[src/rtl/div_pkg.sv]
// Shared constants for the multicycle signed divider: state encoding,
// default operand width and the start-to-done latency.
package div_pkg;

    localparam int DIV_WIDTH   = 32;
    localparam int DIV_LATENCY = DIV_WIDTH + 2;

    typedef logic [1:0] div_state_t;

    localparam logic [1:0] DIV_IDLE = 2'd0;
    localparam logic [1:0] DIV_CALC = 2'd1;
    localparam logic [1:0] DIV_FIX  = 2'd2;
    localparam logic [1:0] DIV_DONE = 2'd3;

endpackage

[src/rtl/div_unit_if.sv]
// Start/done handshake and operand/result bus between the control unit
// (master) and the divider (slave).
interface div_unit_if
    import div_pkg::*;
#(
    parameter int WIDTH = DIV_WIDTH
);

    logic             start;
    logic [WIDTH-1:0] dividend;
    logic [WIDTH-1:0] divisor;
    logic             busy;
    logic             done;
    logic             div_zero;
    logic [WIDTH-1:0] hi;
    logic [WIDTH-1:0] lo;

    modport master (
        output start, dividend, divisor,
        input  busy, done, div_zero, hi, lo
    );

    modport slave (
        input  start, dividend, divisor,
        output busy, done, div_zero, hi, lo
    );

endinterface

[src/rtl/div_step.sv]
// One restoring-division iteration: shift the next dividend bit into the
// partial remainder, trial-subtract the divisor magnitude, select the result.
module div_step #(
    parameter int WIDTH = 32
) (
    input  logic [WIDTH-1:0] rem_i,
    input  logic [WIDTH-1:0] quo_i,
    input  logic [WIDTH-1:0] dmag_i,
    output logic [WIDTH-1:0] rem_o,
    output logic [WIDTH-1:0] quo_o
);

    logic [WIDTH:0] shifted_s;
    logic [WIDTH:0] trial_s;

    // Trial subtraction on WIDTH+1 bits; its MSB is the borrow/sign.
    always_comb begin
        shifted_s = {rem_i, quo_i[WIDTH-1]};
        trial_s   = shifted_s - {1'b0, dmag_i};
        if (trial_s[WIDTH] == 1'b0) begin
            rem_o = trial_s[WIDTH-1:0];
            quo_o = {quo_i[WIDTH-2:0], 1'b1};
        end else begin
            rem_o = shifted_s[WIDTH-1:0];
            quo_o = {quo_i[WIDTH-2:0], 1'b0};
        end
    end

endmodule

[src/rtl/div_unit.sv]
// Multicycle signed divider (restoring, one quotient bit per cycle, then sign fix).
// Optional macro DIV_ZERO_TRAP_EN: zero divisor skips straight to DONE, hi/lo untouched.
module div_unit
    import div_pkg::*;
#(
    parameter int WIDTH = DIV_WIDTH
) (
    input logic       clk,
    input logic       reset,
    div_unit_if.slave bus
);

    localparam int CNT_W = $clog2(WIDTH);

    div_state_t       state_q, state_d;
    logic [CNT_W-1:0] cnt_q, cnt_d;
    logic [WIDTH-1:0] rem_q, rem_d;
    logic [WIDTH-1:0] quo_q, quo_d;
    logic [WIDTH-1:0] dmag_q, dmag_d;
    logic             neg_quo_q, neg_quo_d;
    logic             neg_rem_q, neg_rem_d;
    logic             busy_q, busy_d;
    logic             done_q, done_d;
    logic             div_zero_q, div_zero_d;
    logic [WIDTH-1:0] hi_q, hi_d;
    logic [WIDTH-1:0] lo_q, lo_d;

    logic [WIDTH-1:0] step_rem_s;
    logic [WIDTH-1:0] step_quo_s;
    logic [WIDTH-1:0] dividend_mag_s;
    logic [WIDTH-1:0] divisor_mag_s;
    logic             trap_s;

    div_step #(.WIDTH(WIDTH)) u_step (
        .rem_i  (rem_q),
        .quo_i  (quo_q),
        .dmag_i (dmag_q),
        .rem_o  (step_rem_s),
        .quo_o  (step_quo_s)
    );

    // Operand magnitudes; -2^(WIDTH-1) maps to 2^(WIDTH-1) as unsigned.
    always_comb begin
        if (bus.dividend[WIDTH-1]) begin
            dividend_mag_s = {WIDTH{1'b0}} - bus.dividend;
        end else begin
            dividend_mag_s = bus.dividend;
        end
        if (bus.divisor[WIDTH-1]) begin
            divisor_mag_s = {WIDTH{1'b0}} - bus.divisor;
        end else begin
            divisor_mag_s = bus.divisor;
        end
    end

`ifdef DIV_ZERO_TRAP_EN
    assign trap_s = (bus.divisor == {WIDTH{1'b0}});
`else
    assign trap_s = 1'b0;
`endif

    // Next-state and datapath control.
    always_comb begin
        state_d    = state_q;
        cnt_d      = cnt_q;
        rem_d      = rem_q;
        quo_d      = quo_q;
        dmag_d     = dmag_q;
        neg_quo_d  = neg_quo_q;
        neg_rem_d  = neg_rem_q;
        div_zero_d = div_zero_q;
        hi_d       = hi_q;
        lo_d       = lo_q;
        done_d     = 1'b0;
        case (state_q)
            DIV_IDLE: begin
                if (bus.start && trap_s) begin
                    state_d    = DIV_DONE;
                    div_zero_d = 1'b1;
                    done_d     = 1'b1;
                end else if (bus.start) begin
                    state_d   = DIV_CALC;
                    cnt_d     = CNT_W'(WIDTH - 1);
                    rem_d     = {WIDTH{1'b0}};
                    quo_d     = dividend_mag_s;
                    dmag_d    = divisor_mag_s;
                    neg_quo_d = bus.dividend[WIDTH-1] ^ bus.divisor[WIDTH-1];
                    neg_rem_d = bus.dividend[WIDTH-1];
                end else begin
                    state_d = DIV_IDLE;
                end
            end
            DIV_CALC: begin
                rem_d = step_rem_s;
                quo_d = step_quo_s;
                cnt_d = cnt_q - CNT_W'(1);
                if (cnt_q == CNT_W'(0)) begin
                    state_d = DIV_FIX;
                end else begin
                    state_d = DIV_CALC;
                end
            end
            DIV_FIX: begin
                lo_d       = neg_quo_q ? ({WIDTH{1'b0}} - quo_q) : quo_q;
                hi_d       = neg_rem_q ? ({WIDTH{1'b0}} - rem_q) : rem_q;
                div_zero_d = (dmag_q == {WIDTH{1'b0}});
                done_d     = 1'b1;
                state_d    = DIV_DONE;
            end
            DIV_DONE: begin
                state_d = DIV_IDLE;
            end
            default: begin
                state_d = DIV_IDLE;
            end
        endcase
        busy_d = (state_d != DIV_IDLE);
    end

    // State and result registers with synchronous reset.
    always_ff @(posedge clk) begin
        if (reset) begin
            state_q    <= DIV_IDLE;
            cnt_q      <= {CNT_W{1'b0}};
            rem_q      <= {WIDTH{1'b0}};
            quo_q      <= {WIDTH{1'b0}};
            dmag_q     <= {WIDTH{1'b0}};
            neg_quo_q  <= 1'b0;
            neg_rem_q  <= 1'b0;
            busy_q     <= 1'b0;
            done_q     <= 1'b0;
            div_zero_q <= 1'b0;
            hi_q       <= {WIDTH{1'b0}};
            lo_q       <= {WIDTH{1'b0}};
        end else begin
            state_q    <= state_d;
            cnt_q      <= cnt_d;
            rem_q      <= rem_d;
            quo_q      <= quo_d;
            dmag_q     <= dmag_d;
            neg_quo_q  <= neg_quo_d;
            neg_rem_q  <= neg_rem_d;
            busy_q     <= busy_d;
            done_q     <= done_d;
            div_zero_q <= div_zero_d;
            hi_q       <= hi_d;
            lo_q       <= lo_d;
        end
    end

    assign bus.busy     = busy_q;
    assign bus.done     = done_q;
    assign bus.div_zero = div_zero_q;
    assign bus.hi       = hi_q;
    assign bus.lo       = lo_q;

endmodule

[src/flat_wrapper.sv]
// flat-port wrapper written by rule: the top's interface ports become plain ports
module div_unit_flat import div_pkg::*;
#(
    parameter int WIDTH = DIV_WIDTH
)
  (clk, reset, bus_start, bus_dividend, bus_divisor, bus_busy, bus_done, bus_div_zero, bus_hi, bus_lo);
  div_unit_if #(.WIDTH(WIDTH)) bus_i ();
  input logic clk;
  input logic reset;
  input wire logic [$bits(bus_i.start)-1:0] bus_start;
  input wire logic [$bits(bus_i.dividend)-1:0] bus_dividend;
  input wire logic [$bits(bus_i.divisor)-1:0] bus_divisor;
  output wire logic [$bits(bus_i.busy)-1:0] bus_busy;
  output wire logic [$bits(bus_i.done)-1:0] bus_done;
  output wire logic [$bits(bus_i.div_zero)-1:0] bus_div_zero;
  output wire logic [$bits(bus_i.hi)-1:0] bus_hi;
  output wire logic [$bits(bus_i.lo)-1:0] bus_lo;
  assign bus_i.start = bus_start;
  assign bus_i.dividend = bus_dividend;
  assign bus_i.divisor = bus_divisor;
  assign bus_busy = bus_i.busy;
  assign bus_done = bus_i.done;
  assign bus_div_zero = bus_i.div_zero;
  assign bus_hi = bus_i.hi;
  assign bus_lo = bus_i.lo;
  div_unit #(.WIDTH(WIDTH)) u_core (.clk(clk), .reset(reset), .bus(bus_i));
endmodule
[config.mk]
export PLATFORM = sky130hd
export DESIGN_NAME = div_unit_flat
export DESIGN_NICKNAME = d
export VERILOG_FILES = /design/src/rtl/div_pkg.sv /design/src/rtl/div_unit_if.sv /design/src/rtl/div_step.sv /design/src/rtl/div_unit.sv /design/src/flat_wrapper.sv
export SDC_FILE = /design/constraint.sdc
export NUM_CORES = 1
export LEC_CHECK = 0
export CORE_MARGIN = 2
export CORE_UTILIZATION = 51
export CTS_CLUSTER_SIZE = 16
export DETAILED_ROUTE_END_ITERATION = 6
export GPL_ROUTABILITY_DRIVEN = 0
export PLACE_DENSITY = 0.79
export SLEW_MARGIN = 15
export SYNTH_ARGS = -nofsm -noshare
export SYNTH_HDL_FRONTEND = slang
export SYNTH_SLANG_ARGS = --single-unit
export TNS_END_PERCENT = 5
[constraint.sdc]
create_clock -name clk -period 3.9 [get_ports clk]
set_clock_uncertainty 0.1 [all_clocks]
set_input_delay 1.17 -clock clk [delete_from_list [all_inputs] [get_ports clk]]
set_output_delay 1.17 -clock clk [all_outputs]
set_load 0.1 [all_outputs]
== Word-level counts from Yosys, hierarchy flattened ==
Index checks and enable logic that the tools add are counted.

* Add/subtract/negate cells: 6
* Eq/ne operators: 4
* Multiplexer cells: 16
* Bitwise gates (word level): 1
* Reductions and logical operators: 7

{| class="wikitable"
|+ Operator list
! cell !! number
|-
| $mux W32 || 7
|-
| $pmux W32 S2 || 2
|-
| $sub A1 B32 Y32 const A || 4
|-
| $sub A33 B32 Y33 || 1
|-
| $logic_not A32 Y1 || 1
|-
| $pmux W5 S2 || 1
|-
| $pmux W2 S4 || 1
|-
| $logic_not A5 Y1 || 1
|-
| $mux W5 || 1
|-
| $sub A5 B1 Y5 const B || 1
|-
| $eq A2 B2 Y1 const B || 2
|-
| $reduce_and A2 Y1 || 2
|-
| $reduce_bool A2 Y1 || 2
|-
| $mux W1 || 3
|-
| $eq A2 B1 Y1 const B || 1
|-
| $logic_not A2 Y1 || 1
|-
| $mux W2 || 1
|-
| $ne A2 B2 Y1 const B || 1
|-
| $xor A1 B1 Y1 || 1
|}

* Flip-flop bits (word level): 172
* Input bits: 67
* Output and inout bits: 67
* Word-level logic and storage cells: 46

== Depth between registers and ports, before layout ==
* Word-level depth: 4
* Gate-level depth with buffers: 13
* Mapped depth without buffers: 12

== Modules after synthesis ==
From an unflattened synthesis, not the netlist that was laid out.

* Cell total of the unflattened synthesis: 1383
* Area, all modules: 11330.9 um2

{| class="wikitable"
|+ Modules (own cells, without submodules)
! module !! instances !! cells an instance !! area each (um2) !! seq. area each (um2)
|-
| div_unit || 1 || 1041 || 8842.2 || 3443.3
|-
| div_step || 1 || 342 || 2488.6 || 0.0
|}

== Worst setup path after synthesis ==
Ideal clock, no wire load.

* Path type: in2reg
* Start: input port bus_dividend[4]
* End: register u_core.quo_q[27]
* Setup time: 0.130 ns
* Arrival: 3.872 ns
* Data required time: 3.670 ns
* Path slack: -0.202 ns
* Stages on the path: 9
* Path buffers: 0
* Cell sequence: or3_4 or4_4 or4_1 or4_4 or3_4 or2_4 o41ai_4 xor2_1 o22ai_1

* Longest elaborated chain between the ends: 4

{| class="wikitable"
|+ Ends and longest elaborated chain
! element !! RTL line !! RTL
|-
| start: declaration || flat_wrapper.sv:11 || <nowiki>input wire logic [$bits(bus_i.dividend)-1:0] bus_dividend;</nowiki>
|-
| $sub A1 B32 Y32 || div_unit.sv:45 || <nowiki>dividend_mag_s = {WIDTH{1'b0}} - bus.dividend;</nowiki>
|-
| $mux W32 || div_unit.sv:44 || <nowiki>if (bus.dividend[WIDTH-1]) begin</nowiki>
|-
| $mux W32 || div_unit.sv:81 || <nowiki>end else if (bus.start) begin</nowiki>
|-
| $pmux W32 S2 || div_unit.sv:75 || <nowiki>case (state_q)</nowiki>
|-
| end signal: assignment || div_unit.sv:126 || <nowiki>quo_q <= {WIDTH{1'b0}};</nowiki>
|-
| end signal: assignment || div_unit.sv:139 || <nowiki>quo_q <= quo_d;</nowiki>
|-
| end: declaration || div_unit.sv:18 || <nowiki>logic [WIDTH-1:0] quo_q, quo_d;</nowiki>
|}

No other way between the ends. The select of a mux whose other input is x is not followed.
A chain may end at the register's enable or synchronous reset.

== Final worst setup path ==
* Start: input port bus_dividend[6]
* End: register u_core.quo_q[27]

The elaborated chain is that of the path after synthesis.

==> run metrics <==
Unique masters post-synth 57; average cell area after synthesis 7.92 um^2; clock net sink count 172; half-perimeter wire length of the detailed placement result 20700 um; latest clock arrival within the worst-skew pair 440 ps; Clock Pin Slew Worst Setup and Hold Paths 70 ps; Tightest Hold Check Type flop to flop; vias per cell 5.84; filler cell count in the final layout 1780; maximum capacitance violations 0; P_sw 2.22 mW; most frequently used flop master after synthesis sky130_fd_sc_hd__dfxtp_1; most common cell type on the critical path sky130_fd_sc_hd__or4_4; Worst Setup End Kind flop; die height 148 um; leading post-synthesis cells by cell area sky130_fd_sc_hd__dfxtp_1 33%, sky130_fd_sc_hd__xor2_1 7.8%, sky130_fd_sc_hd__a211oi_1 7.1%; post-synthesis cell count 1335; IO Count 134; wire length of the first global-routing pass 46200 um; initial cell density of the core 0.521; PnR worst setup slack -50.6 ps; final-report setup violation count 2; total overflow reported by the global router 0; Seq/Total Area, Yosys 0.326; share of flip-flops with an asynchronous set or reset 0; count of pins over their slew limit 0; Worst Path Arrival 4160 ps; final number of hold-violating endpoints 0; FF-to-FF Start u_core.dmag_q[4]$_SDFFE_PP0P_; cell with the most instances after synthesis sky130_fd_sc_hd__dfxtp_1; number of buffers on the longest clock path 2; Comb power frac 0.342; crit share post-route 1.01; initial drt markers 929; leading area contributor after synthesis sky130_fd_sc_hd__dfxtp_1; num rows 52; core box area 20300 um^2; top cells by count, synth 172 x sky130_fd_sc_hd__dfxtp_1, 146 x sky130_fd_sc_hd__nor2_1, 134 x sky130_fd_sc_hd__nand2_1; Critical Path Source Type input port; sequential cell fraction of total power 0.367; number of nets with antenna violations after detailed routing 0; internal power summed over all cells 3.47 mW; Cell Count Post-Placement 1704; Syn. warnings 0; worst ir drop on vdd 0.291 mV; Horiz. Die Dim 148 um; critical path, cell by cell clkdlybuf4s50_1, or4_4, or4_4, or4_4, or3_4, or2_4, o41ai_4, xor2_1, o22ai_1; Min Clock Period, post-route 3950 ps; Leakage Power 4.92 nW; relative max-transition margin 0.267; maximum number of pins on one net before global-route repair 125; proportion of layout cells with a drive suffix above 1 0.124; critical path fanouts, max 3; vias in the first global route 9383; violations in the final reports setup timing; Total Routed Length 28500 um; result of the run finished, violations left; CP Data Required Time 4110 ps; net count of the mapped netlist 1440; clk root buf sky130_fd_sc_hd__clkbuf_16; biggest cell delay along the critical path 510 ps; unrepaired setup endpoints after global routing yes; aggregate global-route resource usage 0.256; power density cells 445 nW/um^2; CP bufs+invs 1; area of the mapped netlist 10600 um^2; post-synthesis register bit count 172; startpoint-to-endpoint class of the critical path input port to flop; first-pass iteration count of the detailed router 5; critical path's slowest cell sky130_fd_sc_hd__or4_4; highest attainable clock frequency 253 MHz; number of antenna cells inserted 0; count of input and output buffers 133; CTS HTree Levels 4; cell type group with the largest total delay on the critical path simple AND/OR/NAND/NOR gates; number of synthesized flops with an enable pin 0; signed area change from the synthesized netlist to the final layout 21.0%; total cell area at the placement stage 12200 um^2; Residual DRC 0; total number of vias 10100; Routed WL per cell 16.4 um; antenna violations before repair 0; CTS tree built; launching instance or port of the critical path bus_dividend[6]; Worst-Margin Slew 1100 ps; overall power 5.69 mW; number of nets at the end of the flow 1558; number of buffers created by CTS 17; cts hold-fix bufs 0; proportion of netlist area held by the largest area contributor 0.326; cell area after layout 12800 um^2; switching share of power 0.391; die area 21900 um^2; part of the power in the clock network 0.291; final standard cell count with taps included and fillers excluded 1736; launch instance of the worst min-delay path u_core.bus.hi[26]$_SDFFE_PP0P_
[layout by cell type, fill, tap and decap left out, types with 37 or more instances in the layout]
cell / synthesis / final
sky130_fd_sc_hd__xor2_1: 94 / 94
sky130_fd_sc_hd__buf_4: 0 / 122
sky130_fd_sc_hd__o21ai_0: 73 / 72
sky130_fd_sc_hd__ha_1: 37 / 37
sky130_fd_sc_hd__xnor2_1: 52 / 51
sky130_fd_sc_hd__a211oi_1: 100 / 100
sky130_fd_sc_hd__dfxtp_1: 172 / 172
sky130_fd_sc_hd__inv_1: 49 / 49
sky130_fd_sc_hd__a21oi_1: 82 / 82
sky130_fd_sc_hd__nand2_1: 134 / 134
sky130_fd_sc_hd__nor2_1: 146 / 145
sky130_fd_sc_hd__clkdlybuf4s50_1: 0 / 60
[power groups by stage]
stage | registers (mW) | logic, mW | clock network, mW
final | 2.09 | 1.95 | 1.66
after global routing | 2.10 | 2.12 | 1.75
after CTS | 2.08 | 1.93 | 1.68
after detailed placement | 2.12 | 1.91 | 0
after global placement | 2.11 | 1.88 | 0
after floorplan | 2.36 | 1.16 | 0
[kinds of logic after synthesis]
kind of cell / Yosys count / share of synthesized area
AO/OA/AOI/OAI: 398 / 0.252
XOR/XNOR: 146 / 0.121
multiplexers: 23 / 0.0218
adder cells (fa/ha/maj): 38 / 0.0457
buffers and inverters: 139 / 0.0493
flip-flops: 172 / 0.326
AND/OR/NAND/NOR: 419 / 0.185
[sequential cells by signal, summed over array words and instances (netlist names)]
register             cells
u_core.bus.hi           32
u_core.bus.lo           32
u_core.dmag_q           32
u_core.quo_q            32
u_core.rem_q            32
u_core.cnt_q             5
u_core.state_q           2
u_core.bus.busy          1
u_core.bus.div_zero      1
u_core.bus.done          1
u_core.neg_quo_q         1
u_core.neg_rem_q         1
[worst register-to-register path, cell delays in order, from the launching register on]
cell and delay, ps:
sky130_fd_sc_hd__dfxtp_1 390, sky130_fd_sc_hd__inv_1 90, sky130_fd_sc_hd__ha_1 370, sky130_fd_sc_hd__o211ai_1 110
sky130_fd_sc_hd__a21o_1 190, sky130_fd_sc_hd__a31o_2 230, sky130_fd_sc_hd__o31ai_1 500, sky130_fd_sc_hd__a21oi_1 270
sky130_fd_sc_hd__o21ai_0 530, sky130_fd_sc_hd__a21boi_0 220, sky130_fd_sc_hd__mux2i_1 170, sky130_fd_sc_hd__a211o_1 270
[timing repair]
action,in CTS,in global routing
buffers inserted,0,0
pin swaps,2,1
setup endpoints to repair,8,6
gates resized for setup,10,5
[final cells by class]
cell class / count / area, um^2 / area share
Multi-Input combinational cell: 1024 / 6670 / 0.521
Sequential cell: 172 / 3440 / 0.269
Timing Repair Buffer: 189 / 1600 / 0.125
Clock buffer: 17 / 425 / 0.0332
Tap cell: 270 / 338 / 0.0264
Inverter: 49 / 184 / 0.0144
Clock inverter: 15 / 141 / 0.0110
[path summary, 6_finish.rpt]
kind,end,slack (ps),cells past startpoint
min reg2reg,u_core.bus.hi[26]$_SDFFE_PP0P_,390,2
max,u_core.quo_q[27]$_SDFFE_PP0P_,-50,9
max reg2reg,u_core.rem_q[27]$_SDFFE_PP0P_,360,11
min,u_core.bus.hi[26]$_SDFFE_PP0P_,390,2
[metrics by stage]
step | hold slack [ps] | setup slack (ps) | util | TNS [ps]
after detailed placement | 375 | -758 | 0.602 | -7660
after global routing | 414 | -150 | 0.630 | -448
final | 391 | -50.6 | 0.630 | -74.8
after floorplan | 344 | -202 | - | -774
after CTS | 389 | -56.3 | 0.630 | -108
after global placement | 346 | -691 | 0.602 | -6690
[metal layers]
| layer | up-vias | GRT usage | routed length [um] |
|---|---|---|---|
| met2 | 378 | 0.382 | 12300 |
| met5 | - | 0 | 0 |
| met1 | 4635 | 0.371 | 13500 |
| li1 | 5068 | - | - |
| met4 | 0 | 0.0905 | 588 |
| met3 | 57 | 0.0429 | 2120 |
Note: power is estimated with default switching activity, not from simulation.
